## config.mk

```make
export PLATFORM = sky130hd
export DESIGN_NAME = usec_timer_flat
export DESIGN_NICKNAME = d
export VERILOG_FILES = /design/src/rtl/usec_timer_if.sv /design/src/rtl/usec_timer.sv /design/src/flat_wrapper.sv
export SDC_FILE = /design/constraint.sdc
export NUM_CORES = 1
export LEC_CHECK = 0
export CORE_ASPECT_RATIO = 2
export CORE_MARGIN = 4
export CORE_UTILIZATION = 57
export CTS_CLUSTER_DIAMETER = 120
export DETAILED_ROUTE_END_ITERATION = 7
export GPL_TIMING_DRIVEN = 0
export PLACE_DENSITY = 0.87
export SYNTH_ARGS = -nofsm -noshare
export SYNTH_HDL_FRONTEND = slang
export SYNTH_SLANG_ARGS = --single-unit
```

## constraint.sdc

```tcl
create_clock -name clk -period 5.08 [get_ports clk]
set_input_delay 1.27 -clock clk [delete_from_list [all_inputs] [get_ports clk]]
set_output_delay 1.27 -clock clk [all_outputs]
set_load 0.03 [all_outputs]
```

## src/rtl/usec_timer_if.sv

```systemverilog
// Control/status bundle between the CPU and usec_timer.
//   master (CPU side): drives enable, load, load_value, auto_reload, irq_ack;
//                      observes count, irq, running.
//   slave (timer side): the reverse.
interface usec_timer_if #(
  parameter int unsigned WIDTH = 16
) ();
  logic             enable;
  logic             load;
  logic [WIDTH-1:0] load_value;
  logic             auto_reload;
  logic             irq_ack;
  logic [WIDTH-1:0] count;
  logic             irq;
  logic             running;

  modport master (
    output enable, load, load_value, auto_reload, irq_ack,
    input  count, irq, running
  );

  modport slave (
    input  enable, load, load_value, auto_reload, irq_ack,
    output count, irq, running
  );
endinterface

```

## src/rtl/usec_timer.sv

```systemverilog
// Programmable down-counting microsecond timer.
// The 1 MHz divider output (tick_in) is sampled as data, synchronised into the clk domain and
// edge-detected into single-cycle ticks. Every PRESCALE ticks the count decrements; reaching the
// end raises a sticky irq and either reloads (auto_reload) or stops in DONE.
// Ports:
//   clk      16 MHz system clock, rising edge
//   rst      synchronous active-low reset
//   tick_in  1 MHz square wave, asynchronous to clk
//   bus      control/status bundle (usec_timer_if.slave)
module usec_timer #(
  parameter int unsigned WIDTH    = 16,
  parameter int unsigned PRESCALE = 1   // legal range 1..256
) (
  input  logic        clk,
  input  logic        rst,
  input  logic        tick_in,
  usec_timer_if.slave bus
);

  localparam logic [7:0] PsMax = 8'(PRESCALE - 1);

  typedef enum logic [1:0] {StIdle, StRun, StDone} state_e;

  state_e           state_q;
  logic             s1_q, s2_q, s3_q;
  logic [7:0]       ps_q;
  logic [WIDTH-1:0] count_q;
  logic [WIDTH-1:0] reload_q;
  logic             irq_q;
  logic             running_q;
  logic             tick;
  logic             strobe;

  always_comb begin
    tick   = s2_q & ~s3_q;
    // Ticks only count while running and enabled; otherwise they are dropped, not queued.
    strobe = (state_q == StRun) && bus.enable && tick && (ps_q == PsMax);
  end

  always_ff @(posedge clk) begin
    if (!rst) begin
      state_q   <= StIdle;
      s1_q      <= 1'b0;
      s2_q      <= 1'b0;
      s3_q      <= 1'b0;
      ps_q      <= 8'd0;
      count_q   <= '0;
      reload_q  <= '0;
      irq_q     <= 1'b0;
      running_q <= 1'b0;
    end else begin
      s1_q <= tick_in;
      s2_q <= s1_q;
      s3_q <= s2_q;

      // Ack first so that an expiry in the same cycle overrides it.
      if (bus.irq_ack) begin
        irq_q <= 1'b0;
      end

      if (bus.load) begin
        count_q  <= bus.load_value;
        reload_q <= bus.load_value;
        ps_q     <= 8'd0;
        if (bus.load_value != '0) begin
          state_q   <= StRun;
          running_q <= 1'b1;
        end else begin
          state_q   <= StIdle;
          running_q <= 1'b0;
        end
      end else if ((state_q == StRun) && bus.enable && tick) begin
        if (strobe) begin
          ps_q <= 8'd0;
          if (count_q > WIDTH'(1)) begin
            count_q <= count_q - WIDTH'(1);
          end else if (count_q == WIDTH'(1)) begin
            irq_q <= 1'b1;
            if (bus.auto_reload) begin
              count_q <= reload_q;
            end else begin
              count_q   <= '0;
              state_q   <= StDone;
              running_q <= 1'b0;
            end
          end
        end else begin
          ps_q <= ps_q + 8'd1;
        end
      end
    end
  end

  assign bus.count   = count_q;
  assign bus.irq     = irq_q;
  assign bus.running = running_q;

endmodule
```

## src/flat_wrapper.sv

```systemverilog
// flat-port wrapper written by rule: the top's interface ports become plain ports
module usec_timer_flat 
#(
  parameter int unsigned WIDTH    = 16,
  parameter int unsigned PRESCALE = 1                        
)
  (clk, rst, tick_in, bus_enable, bus_load, bus_load_value, bus_auto_reload, bus_irq_ack, bus_count, bus_irq, bus_running);
  usec_timer_if #(.WIDTH(WIDTH)) bus_i ();
  input  logic clk;
  input  logic rst;
  input  logic tick_in;
  input wire logic [$bits(bus_i.enable)-1:0] bus_enable;
  input wire logic [$bits(bus_i.load)-1:0] bus_load;
  input wire logic [$bits(bus_i.load_value)-1:0] bus_load_value;
  input wire logic [$bits(bus_i.auto_reload)-1:0] bus_auto_reload;
  input wire logic [$bits(bus_i.irq_ack)-1:0] bus_irq_ack;
  output wire logic [$bits(bus_i.count)-1:0] bus_count;
  output wire logic [$bits(bus_i.irq)-1:0] bus_irq;
  output wire logic [$bits(bus_i.running)-1:0] bus_running;
  assign bus_i.enable = bus_enable;
  assign bus_i.load = bus_load;
  assign bus_i.load_value = bus_load_value;
  assign bus_i.auto_reload = bus_auto_reload;
  assign bus_i.irq_ack = bus_irq_ack;
  assign bus_count = bus_i.count;
  assign bus_irq = bus_i.irq;
  assign bus_running = bus_i.running;
  usec_timer #(.WIDTH(WIDTH), .PRESCALE(PRESCALE)) u_core (.clk(clk), .rst(rst), .tick_in(tick_in), .bus(bus_i));
endmodule
```

After elaboration in Yosys (flattened, before gate mapping):

Cells that the tools add are included.

* multiplexer cells: 27
* magnitude comparators: 1
* reductions and logical operators: 12
* equal/unequal tests: 4
* $add $sub $neg: 2
* bitwise logic cells: 3

Operator list (count)
* $mux 16: 6
* $eq 16x1->1 const B: 1
* $gt 16x1->1 const B: 1
* $reduce_bool 16->1: 1
* $sub 16x1->16 const B: 1
* $mux 1: 14
* $mux 2: 6
* $add 8x1->8 const B: 1
* $logic_not 8->1: 1
* $mux 8: 1
* $reduce_bool 2->1: 3
* $reduce_and 5->1: 1
* $ne 2x2->1 const B: 2
* $logic_and 1x1->1: 3
* $reduce_and 3->1: 1
* $reduce_bool 3->1: 1
* $eq 2x1->1 const B: 1
* $not 1->1: 2
* $reduce_or 2->1: 1
* $and 1x1->1: 1

* output and inout port bits: 18
* flip-flop bits (word level): 47
* word-level logic and storage cells: 58

Logic depth before layout (Yosys ltp):

* depth after elaboration: 7
* depth in mapped cells: 8

Worst setup path after synthesis:

OpenSTA, ideal clock, no wires.

* path kind: input to register
* start: input port bus_load
* end: register u_core.count_q[12] (netlist: u_core.bus.count[12])
* cell stages on the path: 6
* arrival: 2.548 ns
* setup slack: 2.457 ns
* required time: 5.006 ns
* library setup time: 0.074 ns
* path buffers: 2
* cells stage by stage: clkbuf_1 inv_1 a22oi_1 clkbuf_1 o221ai_1 a31oi_1

* cells in the longest elaborated chain, start to end: 2
* elaborated cells between the ends (all ways): 5

Ends and longest elaborated chain
* from (decl): RTL line flat_wrapper.sv:13 `input wire logic [$bits(bus_i.load)-1:0] bus_load;`
* $reduce_bool 3->1 (no source line) or $reduce_bool 2->1 (tied branches)
* $reduce_and 3->1 (no source line)
* to (signal assigned): RTL line usec_timer.sv:62 `count_q <= bus.load_value;`
* to (signal assigned): RTL line usec_timer.sv:76 `count_q <= count_q - WIDTH'(1);`
* to (signal assigned): RTL line usec_timer.sv:80 `count_q <= reload_q;`
* to (decl): RTL line usec_timer.sv:27 `logic [WIDTH-1:0] count_q;`

Parallel ways exist; a longest one is shown, timed or not.
A chain may end at the register's enable or synchronous reset.

Final worst setup path:

* start: input port bus_enable
* end: register u_core.count_q[6] (netlist: u_core.bus.count[6])

* cells in the longest elaborated chain, start to end: 5
* elaborated cells between the ends (all ways): 6

Ends and longest elaborated chain
* from (decl): RTL line flat_wrapper.sv:12 `input wire logic [$bits(bus_i.enable)-1:0] bus_enable;`
* $logic_and 1x1->1 * (2 in a row): RTL line usec_timer.sv:37, usec_timer.sv:72
* $logic_and 1x1->1: RTL line usec_timer.sv:37 `strobe = (state_q == StRun) && bus.enable && tick && (ps_q == PsMax);`
* $reduce_bool 2->1 (no source line)
* $reduce_and 3->1 (no source line) *

Mark *: on every way between the ends. The rest lies on a longest branch, timed or not.

==> qor.txt <==
=================================================================================================
Status                                                                               finished, final reports clean
TritonCTS sink count                                                                           46
Overall power consumption                                                              0.000848 W
Insertion delay of the later-clocked pin in the worst-skew pair                           0.31 ns
Type of the tightest min-delay check                                                   reg -> reg
Total detailed-routing wirelength                                                         7270 um
Final sum of negative setup slack                                                            0 ns
I/O pin total                                                                                  41
Cells after synthesis                                                                         286
Wire length of the first global-routing pass                                             11400 um
Effective utilization at floorplan                                                          0.587
Fraction of layout cells with a size suffix above 1                                        0.0602
Post-cts gate resize count                                                                      0
Non-filler instance count after layout                                                        384
Type of the worst setup path                                                            in -> reg
Syn. warnings                                                                                   0
Fmax                                                                                      306 MHz
Final critical delay including setup and external delays                                  3.26 ns
Max clock buf depth                                                                             2
Count of state elements after synthesis                                                        46
Via count of the routed design                                                               2409
Worst IR drop on VDD                                                                   0.000302 V
Synth async-reset ratio                                                                         0
Number of hold-slack violations in the final timing report                                      0
Setup repair after global routing missed its margin                                         false
Number of antenna cells inserted                                                                0
Hold Buf Count CTS                                                                              0
Drt first pass iters                                                                            4
Worst Skew                                                                             0.00949 ns
Final Slew Violations                                                                           0
Most frequent cells in the layout                                                    sky130_fd_sc_hd__dfxtp_1, sky130_fd_sc_hd__clkdlybuf4s50_1, sky130_fd_sc_hd__nand2_1
Total global-route track usage                                                              0.292
Commonest non-fill, non-tap cell in the layout                                       sky130_fd_sc_hd__dfxtp_1
Most frequently used flop master after synthesis                                     sky130_fd_sc_hd__dfxtp_1
Post-CTS setup buffer count                                                                     0
Largest net degree at the start of global routing                                              15
Core Rows                                                                                      33
Filler instances                                                                              339
Number of global-route vias before repair                                                    2465
Placed cells                                                                                  376
Die boundary width                                                                        53.7 um
Port Buffers                                                                                   38
Signal arrival time at the worst endpoint                                                 3.48 ns
Post-route ant nets                                                                             0
Net Count, Synth                                                                              313
Clock-pin slew of the registers on the worst-case setup and hold paths                    0.09 ns
Type of origin of the critical path                                                     input pin
Antenna violations before repair                                                                0
Core Footprint                                                                         4050 sq um
Worst Path Max Fanout                                                                          10
Sum of overflow across all layers after global routing                                          0
Share of the yosys chip area belonging to registers                                         0.388
Hpwl dp                                                                                   5460 um
Clock buffers created by TritonCTS                                                              5
Power density over cell area                                                          291 nW/um^2
Setup Viol. Count Final                                                                         0
Post-Syn Area                                                                          2380 sq um
CP endpoint kind                                                                         register
Number of distinct library cell variants in the gate-level netlist after synthesis             49
Area Growth Syn to Fin                                                                      22.7%
Gp weighted congestion                                                                      0.957
Leak Pwr                                                                                  1.07 nW
Post-Synthesis Mean Instance Area                                                      8.31 sq um
Count of nets after finishing                                                                 358
Least-Margin Pin Slew                                                                    0.794 ns
Max-cap viol count                                                                              0
DR iter-0 viols                                                                               104
Avg Vias per Cell                                                                            6.27
Clock tree from TritonCTS                                                                   built
Die height                                                                                99.3 um
Required @ worst endpoint                                                                 5.30 ns
Number of H-tree levels                                                                         2
DRC violation count after routing                                                               0
Area of the die                                                                        5330 sq um
Ratio of final minimum period to clock period                                               0.643
Count of flip-flops with a built-in enable after synthesis                                      0
Wire length per cell                                                                      18.9 um
Buffer type at the clock tree root                                                   sky130_fd_sc_hd__clkbuf_8
Worst rel slew slack                                                                        0.468
=================================================================================================
-- where the power goes --
group | total [W] | switching [W] | internal (W)
combinational | 0.000207 | 0.000121 | 0.0000862
clock | 0.000237 | 0.000127 | 0.000109
sequential | 0.000403 | 0.0000235 | 0.000380
-- cell families after synthesis --
group,synth area share
adders and majority gates,0.0211
xor gates and xnor gates,0.0627
buffers and inverters,0.0469
muxes,0.0421
AOI/OAI and AO/OA,0.187
DFF,0.388
and+or+nand+nor,0.252
-- worst max-delay path, stage by stage --
cell and delay, ns:
sky130_fd_sc_hd__clkdlybuf4s50_1 0.47, sky130_fd_sc_hd__and3b_1 0.18, sky130_fd_sc_hd__nand4_1 0.18, sky130_fd_sc_hd__a22oi_1 0.56, sky130_fd_sc_hd__clkbuf_1 0.44, sky130_fd_sc_hd__o21ai_0 0.17
sky130_fd_sc_hd__a31oi_1 0.22
-- synth_stat cells, drive strengths merged, types with 3 or more instances --
cell type	n	area, sq um
and3	5	31.3
clkbuf	11	41.3
o22ai	3	18.8
or2	3	18.8
nor2	26	97.6
buf	6	36.3
xnor2	9	78.8
ha	4	50.1
mux2i	10	100
nand2	30	115
o221ai	7	61.3
nor3	8	40.0
a31oi	17	106
o21ai	10	50.1
a21oi	13	65.1
inv	8	30.0
nor4	10	77.6
and2	5	32.5
or4	3	22.5
dfxtp	46	921
nand3	11	55.1
xor2	8	70.1
nand4	4	25.0
-- registers in the layout, indices dropped and copies added (netlist names) --
name	flops
u_core.bus.count	16
u_core.reload_q	16
u_core.ps_q	8
u_core.state_q	2
u_core.bus.irq	1
u_core.s1_q	1
u_core.s2_q	1
u_core.s3_q	1
-- layer usage --
layer | track usage | vias to the layer above | part of all wire
li1 | - | 1144 | -
met1 | 0.303 | 1124 | 0.34
met2 | 0.495 | 101 | 0.54
met3 | 0.0405 | 40 | 0.052
met4 | 0.230 | 0 | 0.067
met5 | 0 | - | 0
-- metrics by stage --
stage / utilization / instance area [sq um] / hold WS, ns / setup slack [ns]
floorplan: - / 2380 / 0.412 / 2.46
global placement: 0.697 / 2820 / 0.420 / 1.58
detailed placement: 0.697 / 2820 / 0.425 / 1.58
CTS: 0.721 / 2920 / 0.449 / 1.85
global route: 0.721 / 2920 / 0.491 / 1.65
finish: 0.721 / 2920 / 0.443 / 1.82
-- area by class of cell --
class                           instances  area [sq um]  area share
Sequential cell                        46           921       0.316
Multi-Input combinational cell        214          1340       0.461
Timing Repair Buffer                   38           380       0.130
Clock inverter                          2          12.5     0.00429
Clock buffer                            6          82.6      0.0283
Inverter                                9          33.8      0.0116
Tap cell                               52          65.1      0.0223
Buffer                                 17          77.6      0.0266
-- worst paths after layout --
path	slack [ns]	cells past startpoint	from	to
max	1.82	7	bus_enable	u_core.bus.count[6]
min	0.44	1	u_core.s1_q	u_core.s2_q
max reg2reg	2.24	8	u_core.ps_q[0]	u_core.bus.count[6]
min reg2reg	0.44	1	u_core.s1_q	u_core.s2_q
Note: power is estimated with default switching activity, not from simulation.
